--- src/rtl/keypad_digit_register.sv ---
// keypad_digit_register
// ---------------------
// Receiving end of the keypad encoder link. The asynchronous active-low
// key strobe (loadn) and its BCD digit are synchronised together, the
// strobe is debounced for both press and release, and each qualified press
// contributes at most one digit. Accepted digits shift right-to-left through
// a four-digit MM:SS entry register.
//
// Ports
//   clk           system clock, rising edge
//   resetn        asynchronous active-low reset
//   BCD_IN[3:0]   encoder digit, meaningful while loadn is low
//   loadn         encoder key-valid strobe, active low, asynchronous
//   enablen       entry enable, active low
//   clearn        synchronous active-low clear of the entry register
//   min_tens, min_ones, sec_tens, sec_ones [3:0]   entry digits
//   digit_count[2:0]  digits accepted since the last clear (0..4)
//   digit_strobe  one-cycle pulse when the digits update
//   full          digit_count == 4
//   nonzero       any entry digit is non-zero
module keypad_digit_register #(
  parameter int HOLD_CYCLES = 4,
  parameter int SYNC_STAGES = 2
) (
  input  logic       clk,
  input  logic       resetn,
  input  logic [3:0] BCD_IN,
  input  logic       loadn,
  input  logic       enablen,
  input  logic       clearn,
  output logic [3:0] min_tens,
  output logic [3:0] min_ones,
  output logic [3:0] sec_tens,
  output logic [3:0] sec_ones,
  output logic [2:0] digit_count,
  output logic       digit_strobe,
  output logic       full,
  output logic       nonzero
);

  localparam logic [7:0] HOLD_LIM = 8'(HOLD_CYCLES);

  typedef enum logic [2:0] {
    IDLE,
    PRESS_QUAL,
    ACCEPT,
    WAIT_RELEASE,
    REL_QUAL
  } state_t;

  // Synchroniser chains. prime_* tracks how far genuine samples have
  // propagated since reset, so the FSM can tell the reset value of the
  // loadn chain apart from a real "key up" observation.
  logic [SYNC_STAGES-1:0] loadn_sync_q, loadn_sync_d;
  logic [SYNC_STAGES-1:0] prime_q, prime_d;
  logic [3:0]             bcd_sync_q [SYNC_STAGES];
  logic [3:0]             bcd_sync_d [SYNC_STAGES];

  logic       loadn_s;
  logic [3:0] bcd_s;
  logic       primed;

  state_t     state_q, state_d;
  logic [7:0] hold_cnt_q, hold_cnt_d;
  logic [7:0] cnt_inc;
  logic       armed_q, armed_d;
  logic       accept;

  logic [3:0] min_tens_q, min_tens_d;
  logic [3:0] min_ones_q, min_ones_d;
  logic [3:0] sec_tens_q, sec_tens_d;
  logic [3:0] sec_ones_q, sec_ones_d;
  logic [2:0] digit_count_q, digit_count_d;
  logic       digit_strobe_q, digit_strobe_d;
  logic       full_q, full_d;
  logic       nonzero_q, nonzero_d;

  assign loadn_s = loadn_sync_q[SYNC_STAGES-1];
  assign bcd_s   = bcd_sync_q[SYNC_STAGES-1];
  assign primed  = prime_q[SYNC_STAGES-1];
  assign cnt_inc = hold_cnt_q + 8'd1;

  // loadn and BCD_IN move through identical chains so they stay aligned.
  always_comb begin
    loadn_sync_d  = {loadn_sync_q[SYNC_STAGES-2:0], loadn};
    prime_d       = {prime_q[SYNC_STAGES-2:0], 1'b1};
    bcd_sync_d[0] = BCD_IN;
    for (int i = 1; i < SYNC_STAGES; i++) begin
      bcd_sync_d[i] = bcd_sync_q[i-1];
    end
  end

  always_ff @(posedge clk or negedge resetn) begin
    if (!resetn) begin
      loadn_sync_q <= '1;
      prime_q      <= '0;
      for (int i = 0; i < SYNC_STAGES; i++) begin
        bcd_sync_q[i] <= 4'd0;
      end
    end else begin
      loadn_sync_q <= loadn_sync_d;
      prime_q      <= prime_d;
      for (int i = 0; i < SYNC_STAGES; i++) begin
        bcd_sync_q[i] <= bcd_sync_d[i];
      end
    end
  end

  // Debounce FSM: next state, hold counter and the accept decision.
  // armed_q is clear after reset until a qualified release has been seen,
  // so a key held through reset is not taken as a fresh press; until then
  // IDLE behaves like the release-tracking states.
  always_comb begin
    state_d    = state_q;
    hold_cnt_d = hold_cnt_q;
    armed_d    = armed_q;
    accept     = 1'b0;

    case (state_q)
      IDLE: begin
        hold_cnt_d = 8'd0;
        if (primed) begin
          if (!armed_q) begin
            if (!loadn_s) begin
              state_d = WAIT_RELEASE;
            end else if (HOLD_LIM <= 8'd1) begin
              armed_d = 1'b1;
            end else begin
              state_d    = REL_QUAL;
              hold_cnt_d = 8'd1;
            end
          end else if (!loadn_s) begin
            if (HOLD_LIM <= 8'd1) begin
              state_d = ACCEPT;
            end else begin
              state_d    = PRESS_QUAL;
              hold_cnt_d = 8'd1;
            end
          end
        end
      end

      PRESS_QUAL: begin
        if (loadn_s) begin
          state_d    = IDLE;
          hold_cnt_d = 8'd0;
        end else if (cnt_inc >= HOLD_LIM) begin
          state_d    = ACCEPT;
          hold_cnt_d = 8'd0;
        end else begin
          hold_cnt_d = cnt_inc;
        end
      end

      ACCEPT: begin
        accept     = !enablen && (bcd_s <= 4'd9) && (digit_count_q < 3'd4);
        state_d    = WAIT_RELEASE;
        hold_cnt_d = 8'd0;
      end

      WAIT_RELEASE: begin
        hold_cnt_d = 8'd0;
        if (loadn_s) begin
          if (HOLD_LIM <= 8'd1) begin
            state_d = IDLE;
            armed_d = 1'b1;
          end else begin
            state_d    = REL_QUAL;
            hold_cnt_d = 8'd1;
          end
        end
      end

      REL_QUAL: begin
        if (!loadn_s) begin
          state_d    = WAIT_RELEASE;
          hold_cnt_d = 8'd0;
        end else if (cnt_inc >= HOLD_LIM) begin
          state_d    = IDLE;
          hold_cnt_d = 8'd0;
          armed_d    = 1'b1;
        end else begin
          hold_cnt_d = cnt_inc;
        end
      end

      default: begin
        state_d    = IDLE;
        hold_cnt_d = 8'd0;
      end
    endcase

    // Clear overrides everything; a key still down must be released first.
    if (!clearn) begin
      accept     = 1'b0;
      hold_cnt_d = 8'd0;
      state_d    = loadn_s ? IDLE : WAIT_RELEASE;
    end
  end

  always_ff @(posedge clk or negedge resetn) begin
    if (!resetn) begin
      state_q    <= IDLE;
      hold_cnt_q <= 8'd0;
      armed_q    <= 1'b0;
    end else begin
      state_q    <= state_d;
      hold_cnt_q <= hold_cnt_d;
      armed_q    <= armed_d;
    end
  end

  // Entry register: shift left by one digit on accept. full and nonzero
  // are derived from the next-state values so they move with the digits.
  always_comb begin
    min_tens_d     = min_tens_q;
    min_ones_d     = min_ones_q;
    sec_tens_d     = sec_tens_q;
    sec_ones_d     = sec_ones_q;
    digit_count_d  = digit_count_q;
    digit_strobe_d = 1'b0;

    if (!clearn) begin
      min_tens_d    = 4'd0;
      min_ones_d    = 4'd0;
      sec_tens_d    = 4'd0;
      sec_ones_d    = 4'd0;
      digit_count_d = 3'd0;
    end else if (accept) begin
      min_tens_d     = min_ones_q;
      min_ones_d     = sec_tens_q;
      sec_tens_d     = sec_ones_q;
      sec_ones_d     = bcd_s;
      digit_count_d  = digit_count_q + 3'd1;
      digit_strobe_d = 1'b1;
    end

    full_d    = (digit_count_d == 3'd4);
    nonzero_d = |{min_tens_d, min_ones_d, sec_tens_d, sec_ones_d};
  end

  always_ff @(posedge clk or negedge resetn) begin
    if (!resetn) begin
      min_tens_q     <= 4'd0;
      min_ones_q     <= 4'd0;
      sec_tens_q     <= 4'd0;
      sec_ones_q     <= 4'd0;
      digit_count_q  <= 3'd0;
      digit_strobe_q <= 1'b0;
      full_q         <= 1'b0;
      nonzero_q      <= 1'b0;
    end else begin
      min_tens_q     <= min_tens_d;
      min_ones_q     <= min_ones_d;
      sec_tens_q     <= sec_tens_d;
      sec_ones_q     <= sec_ones_d;
      digit_count_q  <= digit_count_d;
      digit_strobe_q <= digit_strobe_d;
      full_q         <= full_d;
      nonzero_q      <= nonzero_d;
    end
  end

  assign min_tens     = min_tens_q;
  assign min_ones     = min_ones_q;
  assign sec_tens     = sec_tens_q;
  assign sec_ones     = sec_ones_q;
  assign digit_count  = digit_count_q;
  assign digit_strobe = digit_strobe_q;
  assign full         = full_q;
  assign nonzero      = nonzero_q;

endmodule

--- config.mk ---
export PLATFORM = sky130hd
export DESIGN_NAME = keypad_digit_register
export DESIGN_NICKNAME = d
export VERILOG_FILES = /design/src/rtl/keypad_digit_register.sv
export SDC_FILE = /design/constraint.sdc
export NUM_CORES = 1
export LEC_CHECK = 0
export CAP_MARGIN = 15
export CORE_MARGIN = 1.5
export CORE_UTILIZATION = 55
export DETAILED_ROUTE_END_ITERATION = 6
export PLACE_DENSITY = 0.88
export SLEW_MARGIN = 0
export SYNTH_ARGS = -nofsm -noshare
export SYNTH_HDL_FRONTEND = slang
export SYNTH_SLANG_ARGS = --single-unit
--- constraint.sdc ---
create_clock -name clk -period 3.5 [get_ports clk]
set_clock_uncertainty 0.1 [all_clocks]
set_input_delay 0.7 -clock clk [delete_from_list [all_inputs] [get_ports clk]]
set_output_delay 0.7 -clock clk [all_outputs]
set_load 0.02 [all_outputs]
# Yosys cells after proc, flatten, opt, wreduce, memory -nomap -nowiden
# Cells that the tools add are included.
classes:
  n_addsub: 2
  multipliers: 0
  div_mod_pow: 0
  order_cmp: 3
  eq_ne: 10
  shifts: 0
  mux: 35
  bitwise_logic: 0
  reduce_logical: 7
ops:
  columns: ["op", "count"]
  rows:
  - ["$mux 3", 12]
  - ["$mux 4", 8]
  - ["$mux 8", 4]
  - ["$pmux 8 s4", 1]
  - ["$reduce_or 16->1", 1]
  - ["$pmux 3 s5", 1]
  - ["$ne 4x4->1 const B", 3]
  - ["$add 8x1->8 const B", 1]
  - ["$ge 8x3->1 const B", 1]
  - ["$mux 1", 8]
  - ["$eq 3x2->1 const B", 2]
  - ["$eq 3x3->1 const B", 2]
  - ["$ne 3x3->1 const B", 2]
  - ["$reduce_and 5->1", 1]
  - ["$le 4x4->1 const B", 1]
  - ["$add 3x1->3 const B", 1]
  - ["$eq 3x1->1 const B", 1]
  - ["$logic_not 3->1", 1]
  - ["$lt 3x3->1 const B", 1]
  - ["$reduce_and 3->1", 1]
  - ["$logic_and 1x1->1", 2]
  - ["$mux 2", 1]
  - ["$logic_not 1->1", 1]
word_totals:
  register_bits: 46
  latchBits: 0
  mem_bits_rw: 0
  rom_bits: 0
  in_bits: 9
  out_inout_bits: 22
  word_cells: 72
  memories: 0

# Logic depth before layout (Yosys ltp)
logic_depth:
  depth_word: 8
  ltp_mapped: 8
  mapped_depth_nobuf: 7

# Least setup slack after synthesis
# No wires, ideal clock.
synth_path:
  path_type: "input to register"
  start: "input clearn"
  end: "register state_q[0]"
  arrival_ns: 1.757
  setup_slack_ns: 1.515
  stages: 6
  path_cell_list: "buf_2 inv_2 a211o_1 nor2_1 a32oi_2 mux2_1"
synth_between:
  elab_chain_cells: 2
  word_cells_on_any_way: 7
synth_lines:
  columns: ["element", "line_no", "source"]
  rows:
  - ["start: declaration", "30", "input logic clearn,"]
  - ["$ne 4x4->1 (no line) / $ne 3x3->1 (equally long branches)", null, null]
  - ["$reduce_and 5->1 (no line)", null, null]
  - ["end signal: assignment", "207", "state_q <= state_d;"]
  - ["end: declaration", "63", "state_t state_q, state_d;"]
# Several ways; a longest one is shown, not always the timed one.
# A chain may end at the register's enable or synchronous reset.

# Final worst setup path
layout_path:
  start: "input clearn"
  end: "register state_q[1]"
# The elaborated chain is that of the path after synthesis.

==> flow_summary.toml <==
[layout]
fin_nets = 239
drive_gt1_share_pct = 9.778
fill_cells = 273
synthToLayoutAreaGrowth_pct = 21.14
antennaDiodeCount = 0

[route]
wl_per_cell_um = 13.42
routed_wl_um = 3637
ant_nets = 0
drc = 0
detail_route.iter0.violations = 94
via_count = 1490
routed_via_density = 5.498
first_pass_iters = 4

[yosys]
async_flop_share_pct = 100.0
synthFlopType = "dfrtp_1"
yosysSeqAreaShare_pct = 57.84
synth_edf_count = 0
avgSynthCellArea_um2 = 10.44
yosys.cell_types.count = 45
synthCells = 191
synth-seq-cells = 46
yosys_warnings = 0
syn_area_mm2 = 0.001994

[critical_path]
worstPathArrival_ps = 2440
startpoint_type = "input pin"
required_ps = 3660
cp_max_fo = 19
path_class = "input pin to register"
end_kind = "register"

[global_route]
grt_pass1_wl_um = 6403
top_usage_layer = "met2"
overflow = 0
grt_max_degree = 47
antenna_found_initial = 0
grt_pass1_vias = 1423
grtUsageMet3_pct = 6.250
grt.met1_usage_pct = 28.28
grt.total_usage_pct = 20.92
met2_usage_pct = 31.52

[clock_network]
post_cts_buffers = 0
cts_tree = "yes"
cts_buffers = 5
clk_pin_slew_ps = 110
cts_hold_buf = 0
cts_resized = 0
cts_num_sinks = 46
clockBufferDepth = 2
htree_levels = 2
root_buffer = "clkbuf_4"
worstSkewPairLatency_ps = 380

[sta]
setup_viol = 0
post-route-period-util_pct = 65.28
rsz0062_at_grt = "false"
final_hold_viol_count = 0
hold_ws_ps = 260.5
period_needed_ps = 2285
worstMarginPinSlew_ps = 961.0
fmax_mhz = 437.7
setup_tns_ps = 0
slew_headroom_pct = 35.93
slew_violations = 0

[floorplan]
die_area_mm2 = 0.003996
boundaryPins = 31
dieWidth_um = 63.22
core-area_mm2 = 0.003416
initial_core_util_pct = 58.39
floorplan.rows = 21
die_height_um = 63.22

[place]
routabilityCongestion = 0.8661
dp_hpwl_um = 2548
io_buffers = 30

[worst_hold_path]
min_path_type = "register to register"

[outcome]
outcome = "completed"

[pwr]
ir_drop_v = 0.0005911
power.density_mw_per_mm2 = 507.7
leakage_uw = 0.001062
finalPower_uw = 1227

[run]
drv_cap = 0
## metal layers
layer,vias up,share of wire [%]
li1,728,-
met1,707,47
met2,47,46
met3,8,5.2
met4,0,2.3
met5,-,0
## critical path: stages
cell and delay (ps):
clkdlybuf4s50_1 480, buf_4 230, inv_2 100, a211o_1 250, nor2_1 190, a32oi_2 160, mux2_1 330
## kinds of logic (layout without fill, tap and decap cells)
group | count (synthesis) | in the layout | synth area share, %
buf+inv | 15 | 44 | 3.450
xor+xnor | 2 | 2 | 0.8785
compound gates | 42 | 42 | 13.93
mux | 4 | 4 | 2.196
fa+ha+maj | 5 | 5 | 3.137
simple gates | 75 | 75 | 18.19
flops | 46 | 46 | 57.84
other cells | 2 | 7 | 0.3766
## final cells by class
cell class	instances	area, um^2	share of cell area, %
Clock buffer	6	51.30	2.123
Clock inverter	1	30.03	1.243
Inverter	4	15.01	0.6214
Multi-Input combinational cell	135	790.8	32.73
Sequential cell	46	1154	47.75
Tap cell	46	57.56	2.382
Timing Repair Buffer	33	317.8	13.15
## layout by cell type, fill, tap and decap left out, types with 3 or more instances in the layout
master,n
o21ai_0,19
conb_1,7
a211o_1,3
clkdlybuf4s50_1,29
nand2_1,38
nand3_1,3
clkbuf_4,5
or4_1,4
nor3_1,4
ha_1,5
inv_1,3
a21oi_1,7
dfrtp_1,44
nand4_1,4
o22ai_1,3
nor2_1,10
buf_4,3
## cells in the mapped netlist, drive strengths merged (2+ instances only)
master   n  area share (%)
o21ai   19             4.8
a21oi    7             1.8
buf      8             2.1
ha       5             3.1
and3     2            0.94
dfstp    2             2.6
conb     2            0.38
mux2     3             1.7
clkbuf   3            0.56
o22ai    3            0.94
inv      4            0.75
dfrtp   44              55
nand2   38             7.2
a22oi    2             1.4
nand4    4             1.3
or4      4             1.5
nand3    3            0.75
nor2    10             1.9
a211o    3             1.3
a31oi    2            0.63
nor3     4             1.0
nor2b    2            0.75
## flip-flops by register name, summed over array words and instances, names as in the netlist, 3 cells and up
register     flops
bcd_s            4
sec_tens         4
min_ones         4
sec_ones         4
bcd_sync_d       4
state_q          3
digit_count      3
min_tens         4
hold_cnt_q       8
## metrics by stage
step	setup WS [ps]	utilization (%)	std cells	area (um^2)
finish	1215	70.73	271	2416
global placement	899.7	68.35	264	2335
detailed placement	842.4	68.35	264	2335
global route	1148	70.73	271	2416
floorplan	1515	-	196	2013
CTS	1220	70.73	271	2416
## power breakdown
group          switching [uW]  internal (uW)  total [uW]
Clock                     164            166         330
Sequential               72.0            578         650
Combinational             134            113         247
Total                     369            857        1230
## final timing paths
kind / endpoint / start / cells after the start / slack [ps]
worst min register to register: prime_q[1] / prime_q[0] / 0 / 260
min in group asynchronous: state_q[2] / resetn / 1 / 360
max in group asynchronous: digit_count[1] / resetn / 1 / 2330
worst max register to register: state_q[1] / hold_cnt_q[0] / 5 / 1400
worst min-delay path: prime_q[1] / prime_q[0] / 0 / 260
worst max-delay path: state_q[1] / clearn / 7 / 1220
Power figures use the tool's default switching activity.
==> RTL edit, RTL diff (same settings) <==
The parameter `SYNC_STAGES` goes from 2 to 4.
--- a/src/rtl/keypad_digit_register.sv
+++ b/src/rtl/keypad_digit_register.sv
@@ -20,7 +20,7 @@
 //   nonzero       any entry digit is non-zero
 module keypad_digit_register #(
   parameter int HOLD_CYCLES = 4,
-  parameter int SYNC_STAGES = 2
+  parameter int SYNC_STAGES = 4
 ) (
   input  logic       clk,
   input  logic       resetn,
Behaviour: no difference found for any inputs over 10 cycles, from zero or initial values and one cycle with resetn low; that may be too few to reach the edited logic, so the function may still have changed.
==> RTL edit against the unedited design <==
  * Fmax shrank 0.82%
  * Power grew 41%
  * Wire length grew 21%
  * Highest routed layer unchanged
  * Critical path type unchanged
  * Sequential cell count grew 12
  * Final area grew 19%
  * Sequential share of layout area grew 2.9 points
  * Die area grew 14%
  * Synthesized area grew 15%
  * Setup slack lost 0.019 ns
==> RTL edit: results <==
export IMPL_gp_congestion=0.796
export IMPL_reg2reg_slack_ns=1.53
export IMPL_wl_met3_um=205
export IMPL_grt_max_degree=39
export IMPL_clk_pin_slew_worst_paths_ns=0.07
export IMPL_cts_buffers=9
export IMPL_relSlewSlack_pct=46.5
export IMPL_dp_hpwl_um=2830
export IMPL_htreeDepth=3
export IMPL_leakagePower_nw=1.34
export IMPL_synth_cells=206
export IMPL_area_growth_syn_to_layout_pct=25.2
export IMPL_rr_worst_depth=7
export IMPL_root_buffer="clkbuf_8"
export IMPL_fin_nets=261
export IMPL_rr_endpoint="full"
export IMPL_grt_pass1_wl_um=7180
export IMPL_p_int_w=0.00126
export IMPL_clock_latency_ns=0.33
export IMPL_dr_wl_met2_um=2200
export IMPL_peakVddDrop_v=0.000419
export IMPL_synth_area_leaders="dfrtp_1 59%, nand2_1 6.5%, dfstp_2 4.6%"
export IMPL_grtUsageMet2_pct=33.3
export IMPL_dp_slack_ns=0.885
export IMPL_grt_use_total_pct=22.1
export IMPL_outcome="complete, no violations"
export IMPL_ys_top_cells_by_count="54 x dfrtp_1, 40 x nand2_1, 20 x nand3_1, 8 x nor2_1, 7 x nor3_1"
export IMPL_p_switching_w=0.000465
export IMPL_final_cells=302
export IMPL_max_freq_mhz=434
export IMPL_grt_use_met1_pct=29.8
export IMPL_worstPathMaxFanout=23
export IMPL_hold_start="bcd_sync_d[5]"
export IMPL_hold_end="bcd_sync_d[1]"
export IMPL_drt_initial_drc_count=90
export IMPL_wl_met1_um=1940
export IMPL_drt_wl_total_um=4400
export IMPL_synth_cell_types=44
export IMPL_fillers=281
export IMPL_dp_cells=286
export IMPL_startpoint="clearn"
export IMPL_synth_yosys_seq_area_share_pct=63.4
export IMPL_grtUsageMet3_pct=5.33
export IMPL_whs_ns=0.244
export IMPL_largest_reg_flops=12
export IMPL_vias=1645
export IMPL_pwr_share_seq_pct=46.3
export IMPL_powerClk_w=0.000669
export IMPL_hold_depth=0
export IMPL_dpl_cell_area_mm2=0.00266
export IMPL_r2r_start="state_q[0]"
export IMPL_crit_arrival_ns=2.41
## RTL edit: cell types whose count changed in the layout (fill, tap and decap cells not counted), sizes merged, moves of 4 or more
cell    before  now
nand3        3   21
nor3         4    8
dfrtp       44   54
clkbuf       6   11
o21ai       19    5
## RTL edit: critical path, delay by kind of cell
kind / cells / cell delay (ns)
buf+inv: 3 / 1.18
simple gates: 5 / 0.53
## RTL edit: logic make-up (layout without fill, tap and decap cells)
logic type                 Yosys count  in the layout  share of synthesized area (%)
DFF                                 58             58                           63.4
buffers and inverters               15             56                           3.00
xor gates and xnor gates             2              2                          0.763
other                                2              7                          0.327
adders and majority gates            5              5                           2.72
and+or+nand+nor                     98             98                           21.5
AOI/OAI and AO/OA                   26             26                           8.28
## RTL edit: layout make-up
type	instances	area share (%)
multi-input combinational	138	27.5
sequential	58	50.6
tap	50	2.17
clock buffer	11	4.92
clock inverter	5	2.70
inverter	6	0.783
timing repair buffer	34	11.3
